**config.mk**
```make
export PLATFORM = sky130hd
export DESIGN_NAME = count_display_driver
export DESIGN_NICKNAME = d
export VERILOG_FILES = /design/src/rtl/count_display_driver_pkg.sv /design/src/rtl/count_display_driver_glyph_decode.sv /design/src/rtl/count_display_driver.sv
export SDC_FILE = /design/constraint.sdc
export NUM_CORES = 1
export LEC_CHECK = 0
export BUFFER_PORTS_ARGS = -buffer_cell sky130_fd_sc_hd__buf_2
export CORE_MARGIN = 3
export CORE_UTILIZATION = 45
export CTS_CLUSTER_DIAMETER = 120
export DETAILED_ROUTE_END_ITERATION = 6
export SYNTH_ARGS = -nofsm -noshare
export SYNTH_HDL_FRONTEND = slang
export SYNTH_SLANG_ARGS = --single-unit
```
**constraint.sdc**
```tcl
create_clock -name clk -period 3.4 [get_ports clk]
set_clock_uncertainty 0.2 [all_clocks]
set_input_delay 0 -clock clk [delete_from_list [all_inputs] [get_ports clk]]
set_output_delay 0 -clock clk [all_outputs]
set_load 0.03 [all_outputs]
```
**src/rtl/count_display_driver_pkg.sv**
```systemverilog
// Shared constants for the counter display path.
// Glyph codes, segment patterns and digit slot numbers.
package count_display_driver_pkg;

  typedef enum logic [3:0] {
    GLY_0     = 4'd0,
    GLY_1     = 4'd1,
    GLY_2     = 4'd2,
    GLY_3     = 4'd3,
    GLY_4     = 4'd4,
    GLY_5     = 4'd5,
    GLY_6     = 4'd6,
    GLY_7     = 4'd7,
    GLY_8     = 4'd8,
    GLY_9     = 4'd9,
    GLY_U     = 4'd10,
    GLY_D     = 4'd11,
    GLY_BLANK = 4'd15
  } glyph_t;

  // Active-low segments, bit order {g,f,e,d,c,b,a}
  localparam logic [6:0] SEG_0     = 7'b1000000;
  localparam logic [6:0] SEG_1     = 7'b1111001;
  localparam logic [6:0] SEG_2     = 7'b0100100;
  localparam logic [6:0] SEG_3     = 7'b0110000;
  localparam logic [6:0] SEG_4     = 7'b0011001;
  localparam logic [6:0] SEG_5     = 7'b0010010;
  localparam logic [6:0] SEG_6     = 7'b0000010;
  localparam logic [6:0] SEG_7     = 7'b1111000;
  localparam logic [6:0] SEG_8     = 7'b0000000;
  localparam logic [6:0] SEG_9     = 7'b0010000;
  localparam logic [6:0] SEG_U     = 7'b1000001;
  localparam logic [6:0] SEG_D     = 7'b0100001;
  localparam logic [6:0] SEG_BLANK = 7'b1111111;

  localparam logic [1:0] DIG_UNITS = 2'd0;
  localparam logic [1:0] DIG_TENS  = 2'd1;
  localparam logic [1:0] DIG_SPARE = 2'd2;
  localparam logic [1:0] DIG_MODE  = 2'd3;

  localparam logic [3:0] AN_OFF = 4'b1111;

endpackage

```
**src/rtl/count_display_driver_glyph_decode.sv**
```systemverilog
// Glyph code to active-low 7-segment pattern.
// Purely combinational; unknown codes render blank.
module seg7_glyph_decode
  import count_display_driver_pkg::*;
(
  input  logic [3:0] glyph,
  output logic [6:0] seg
);

  always_comb begin
    seg = SEG_BLANK;
    case (glyph)
      GLY_0:   seg = SEG_0;
      GLY_1:   seg = SEG_1;
      GLY_2:   seg = SEG_2;
      GLY_3:   seg = SEG_3;
      GLY_4:   seg = SEG_4;
      GLY_5:   seg = SEG_5;
      GLY_6:   seg = SEG_6;
      GLY_7:   seg = SEG_7;
      GLY_8:   seg = SEG_8;
      GLY_9:   seg = SEG_9;
      GLY_U:   seg = SEG_U;
      GLY_D:   seg = SEG_D;
      default: seg = SEG_BLANK;
    endcase
  end

endmodule

```
**src/rtl/count_display_driver.sv**
```systemverilog
// Multiplexed 4-digit display of a 4-bit counter value
// plus a direction glyph, sampled once per frame.
module count_display_driver
  import count_display_driver_pkg::*;
#(
  parameter int REFRESH_DIV   = 100000,
  parameter bit LEADING_BLANK = 1'b1
) (
  input  logic       clk,
  input  logic       reset,
  input  logic [3:0] count,
  input  logic       mode,
  input  logic       enable,
  output logic [6:0] seg,
  output logic [3:0] an,
  output logic       dp
);

  localparam int PW = $clog2(REFRESH_DIV);
  localparam logic [PW-1:0] PMAX = PW'(REFRESH_DIV - 1);

  logic [PW-1:0] presc;
  logic          tick;
  logic [1:0]    scan;
  logic [3:0]    snap_count;
  logic          snap_mode;
  logic          tens;
  logic [3:0]    units;
  logic [3:0]    glyph;
  logic [6:0]    seg_d;

  assign tick = (presc == PMAX);

  // Snapshot only on the 3->0 scan transition for coherent frames
  always_ff @(posedge clk) begin
    if (reset) begin
      presc      <= '0;
      scan       <= DIG_UNITS;
      snap_count <= 4'd0;
      snap_mode  <= 1'b1;
    end else begin
      presc <= tick ? '0 : presc + 1'b1;
      if (tick) begin
        scan <= scan + 2'd1;
        if (scan == DIG_MODE) begin
          snap_count <= count;
          snap_mode  <= mode;
        end
      end
    end
  end

  assign tens  = (snap_count >= 4'd10);
  assign units = tens ? snap_count - 4'd10 : snap_count;

  always_comb begin
    glyph = GLY_BLANK;
    unique case (1'b1)
      (scan == DIG_UNITS): glyph = units;
      (scan == DIG_TENS):
        if (tens)               glyph = GLY_1;
        else if (LEADING_BLANK) glyph = GLY_BLANK;
        else                    glyph = GLY_0;
      (scan == DIG_SPARE): glyph = GLY_BLANK;
      (scan == DIG_MODE):  glyph = snap_mode ? GLY_U : GLY_D;
    endcase
  end

  seg7_glyph_decode u_decode (
    .glyph (glyph),
    .seg   (seg_d)
  );

  always_ff @(posedge clk) begin
    if (reset) begin
      an  <= AN_OFF;
      seg <= SEG_BLANK;
      dp  <= 1'b1;
    end else begin
      dp <= 1'b1;
      if (enable) begin
        an  <= ~(4'b0001 << scan);
        seg <= seg_d;
      end else begin
        an  <= AN_OFF;
        seg <= SEG_BLANK;
      end
    end
  end

endmodule

```
==> flow_summary.json <==
{
  "max-vdd-ir-drop_uv": 258,
  "portBuffers": 18,
  "wirelength_um": 3570,
  "dieWidth_um": 70.7,
  "rows": 22,
  "grt_pass1_vias": 1449,
  "synth_mux_area_share_pct": 3.25,
  "pwr-share-comb_pct": 5.6,
  "status": "complete, no violations",
  "synth_top_family_by_area": "simple AND/OR/NAND/NOR gates",
  "crit_path_start_kind": "flop",
  "met3WireLength_um": 169,
  "cp.required_ns": 3.41,
  "ys_types": 48,
  "yosys.area_share.simple_pct": 25.8,
  "design_area_um2": 2160,
  "coreArea_um2": 3850,
  "cts-hold-fix-buffers": 12,
  "placed_area_um2": 1960,
  "gr-total-overflow": 0,
  "synth-compound-area-share_pct": 11.2,
  "initial_core_util_pct": 48.9,
  "synth_xor_xnor_area_share_pct": 7.44,
  "intPower_uw": 577,
  "period_needed_ns": 2.76,
  "synth-seq-cells": 35,
  "p_leak_nw": 0.858,
  "route.met2.wl_um": 1520,
  "maxSlewViolCount": 0,
  "ctsResizeCount": 0,
  "drtIter0Drc": 90,
  "synth_adder_area_share_pct": 8.63,
  "power.switching_uw": 175,
  "final_cell_mix": "nor2_1 (35), dfxtp_1 (35), buf_2 (18), nand2_1 (15), ha_1 (13)",
  "netlist_instances": 214,
  "cts_tree": "done",
  "clk_pin_slew_ns": 0.07,
  "grt_usage_pct": 16.2,
  "synth_edf_count": 0,
  "worst-setup-path-type": "reg -> reg",
  "fmax_mhz": 363,
  "critPathMaxFanout": 15,
  "drc": 0,
  "top_layer": "met4",
  "layout-drive-gt1-share_pct": 15.7,
  "tightest_slew_ns": 0.593,
  "die_area_um2": 5000,
  "cts_buffers": 5,
  "hold_path.class": "reg -> reg",
  "clockPowerShare_pct": 38.3,
  "cts_setup_buffers": 0,
  "syn_nets": 235,
  "final_antenna_net_count": 0,
  "rsz0062_at_grt": "no",
  "max_slew_margin_pct": 60.3,
  "ys_seq_area_share_pct": 37.2,
  "clockBufferDepth": 2,
  "die_h_um": 70.7,
  "area.growth.synth_to_final_pct": 14.7,
  "grt_max_degree": 17,
  "viasPerCell": 5.19,
  "boundaryPins": 20,
  "switching_share_pct": 23.3,
  "setup-violations-final": 0,
  "grt_pass1_wl_um": 6600,
  "tns_ns": 0,
  "yosys_warnings": 0,
  "drt-pass1-iter-count": 4,
  "place_congestion": 0.879,
  "syn_area_um2": 1880,
  "cts.sinks": 35,
  "wl_met1_um": 1870,
  "end_kind": "flop",
  "root_buffer": "clkbuf_8",
  "clock_latency_ns": 0.28,
  "fillerInstances": 362,
  "vias": 1504,
  "cts_max_level": 2,
  "ys.flop_type": "dfxtp_1",
  "power.density_nw_per_um2": 348,
  "seq_power_share_pct": 56.1,
  "syn_area_per_cell_um2": 8.81,
  "hold_ws_ns": 0.274,
  "layout.nets": 262,
  "hpwl_um": 2690,
  "antenna_found_initial": 0,
  "max_cap_violations": 0,
  "crit_arrival_ns": 2.76,
  "hold_viol_final": 0,
  "wl_per_cell_um": 12.3,
  "diodes": 0,
  "async_flop_share_pct": 0,
  "fin_crit_sh_pct": 81.0
}
## critical path, stage by stage, from the launching register on
cell and delay (ns):
dfxtp_1 0.41, inv_1 0.12, ha_1 0.39, a2111oi_4 0.33, a31o_2 0.22, ha_1 0.25, nor2_1 0.08, a2111oi_0 0.43
a211oi_1 0.09, o21ai_0 0.16
## through the flow
step | setup WS [ns] | cells | power (mW) | utilization [%]
finish | 0.645 | 290 | 0.752 | 56.1
floorplan | 0.975 | 214 | 0.462 | -
CTS | 0.640 | 290 | 0.763 | 56.1
global placement | 0.862 | 270 | 0.467 | 50.8
global route | 0.302 | 290 | 0.785 | 56.1
detailed placement | 0.680 | 270 | 0.468 | 50.8
## sequential cells by signal, summed over array words and instances (netlist names)
register and flops:
presc 17, seg 7, an 4, snap_count 4
scan 2, snap_mode 1
## cells in the mapped netlist (2+ instances only)
library cell  count  share of area (%)
a211oi_1          3                1.2
a21oi_1           2               0.53
a31o_2            2               0.93
a31oi_1           2               0.66
and3_1            5                1.7
buf_4             4                1.6
clkbuf_1          3               0.60
dfxtp_1          35                 37
ha_1             13                8.6
inv_1            11                2.2
mux2i_1           5                2.7
nand2_1          15                3.0
nand3_1          10                2.7
nand4_2           2                1.3
nor2_1           35                7.0
nor3_1           11                2.9
nor4_1            2               0.66
nor4b_1           2               0.93
nor4b_2           2                1.6
o21ai_0           6                1.6
o21ai_1           3               0.80
xnor2_1          10                4.6
xor2_1            6                2.8
## logic make-up (layout without fill, tap and decap cells)
kind of cell             after synthesis  count (layout)
other                                  1               1
flip-flops                            35              35
AO/OA/AOI/OAI                         28              28
XOR/XNOR                              16              16
buffers and inverters                 21              49
adder cells (fa/ha/maj)               13              13
multiplexers                           6               6
AND/OR/NAND/NOR                       94              94
## final cells by class
class | count | area (um2) | share of cell area [%]
tap | 48 | 60.1 | 2.78
sequential | 35 | 701 | 32.4
clock buffer | 6 | 72.6 | 3.36
multi-input combinational | 158 | 1060 | 49.2
inverter | 11 | 41.3 | 1.91
timing repair buffer | 30 | 210 | 9.72
clock inverter | 2 | 12.5 | 0.579
## routing by layer
layer / vias to the layer above / global-route usage [%]
met5: - / 0
met4: 0 / 4.38
met3: 2 / 4.69
met2: 27 / 24.2
met1: 686 / 22.9
li1: 789 / -
## power by group through the flow
stage	Combinational [mW]	Clock, mW	Sequential, mW
2_1_floorplan	0.0227	0	0.439
3_3_place_gp	0.0356	0	0.431
3_5_place_dp	0.0363	0	0.432
4_1_cts	0.0424	0.299	0.422
5_1_grt	0.0473	0.315	0.423
6_report	0.0421	0.288	0.422
## path summary, 6_finish.rpt
check,endpoint,slack (ns),depth (start not counted),start
max,seg[4],0.64,9,scan[0]
min,presc[0],0.27,1,presc[0]
max reg2reg,seg[4],0.64,9,scan[0]
min reg2reg,presc[0],0.27,1,presc[0]
No activity file was read; power rests on OpenSTA's default activity.
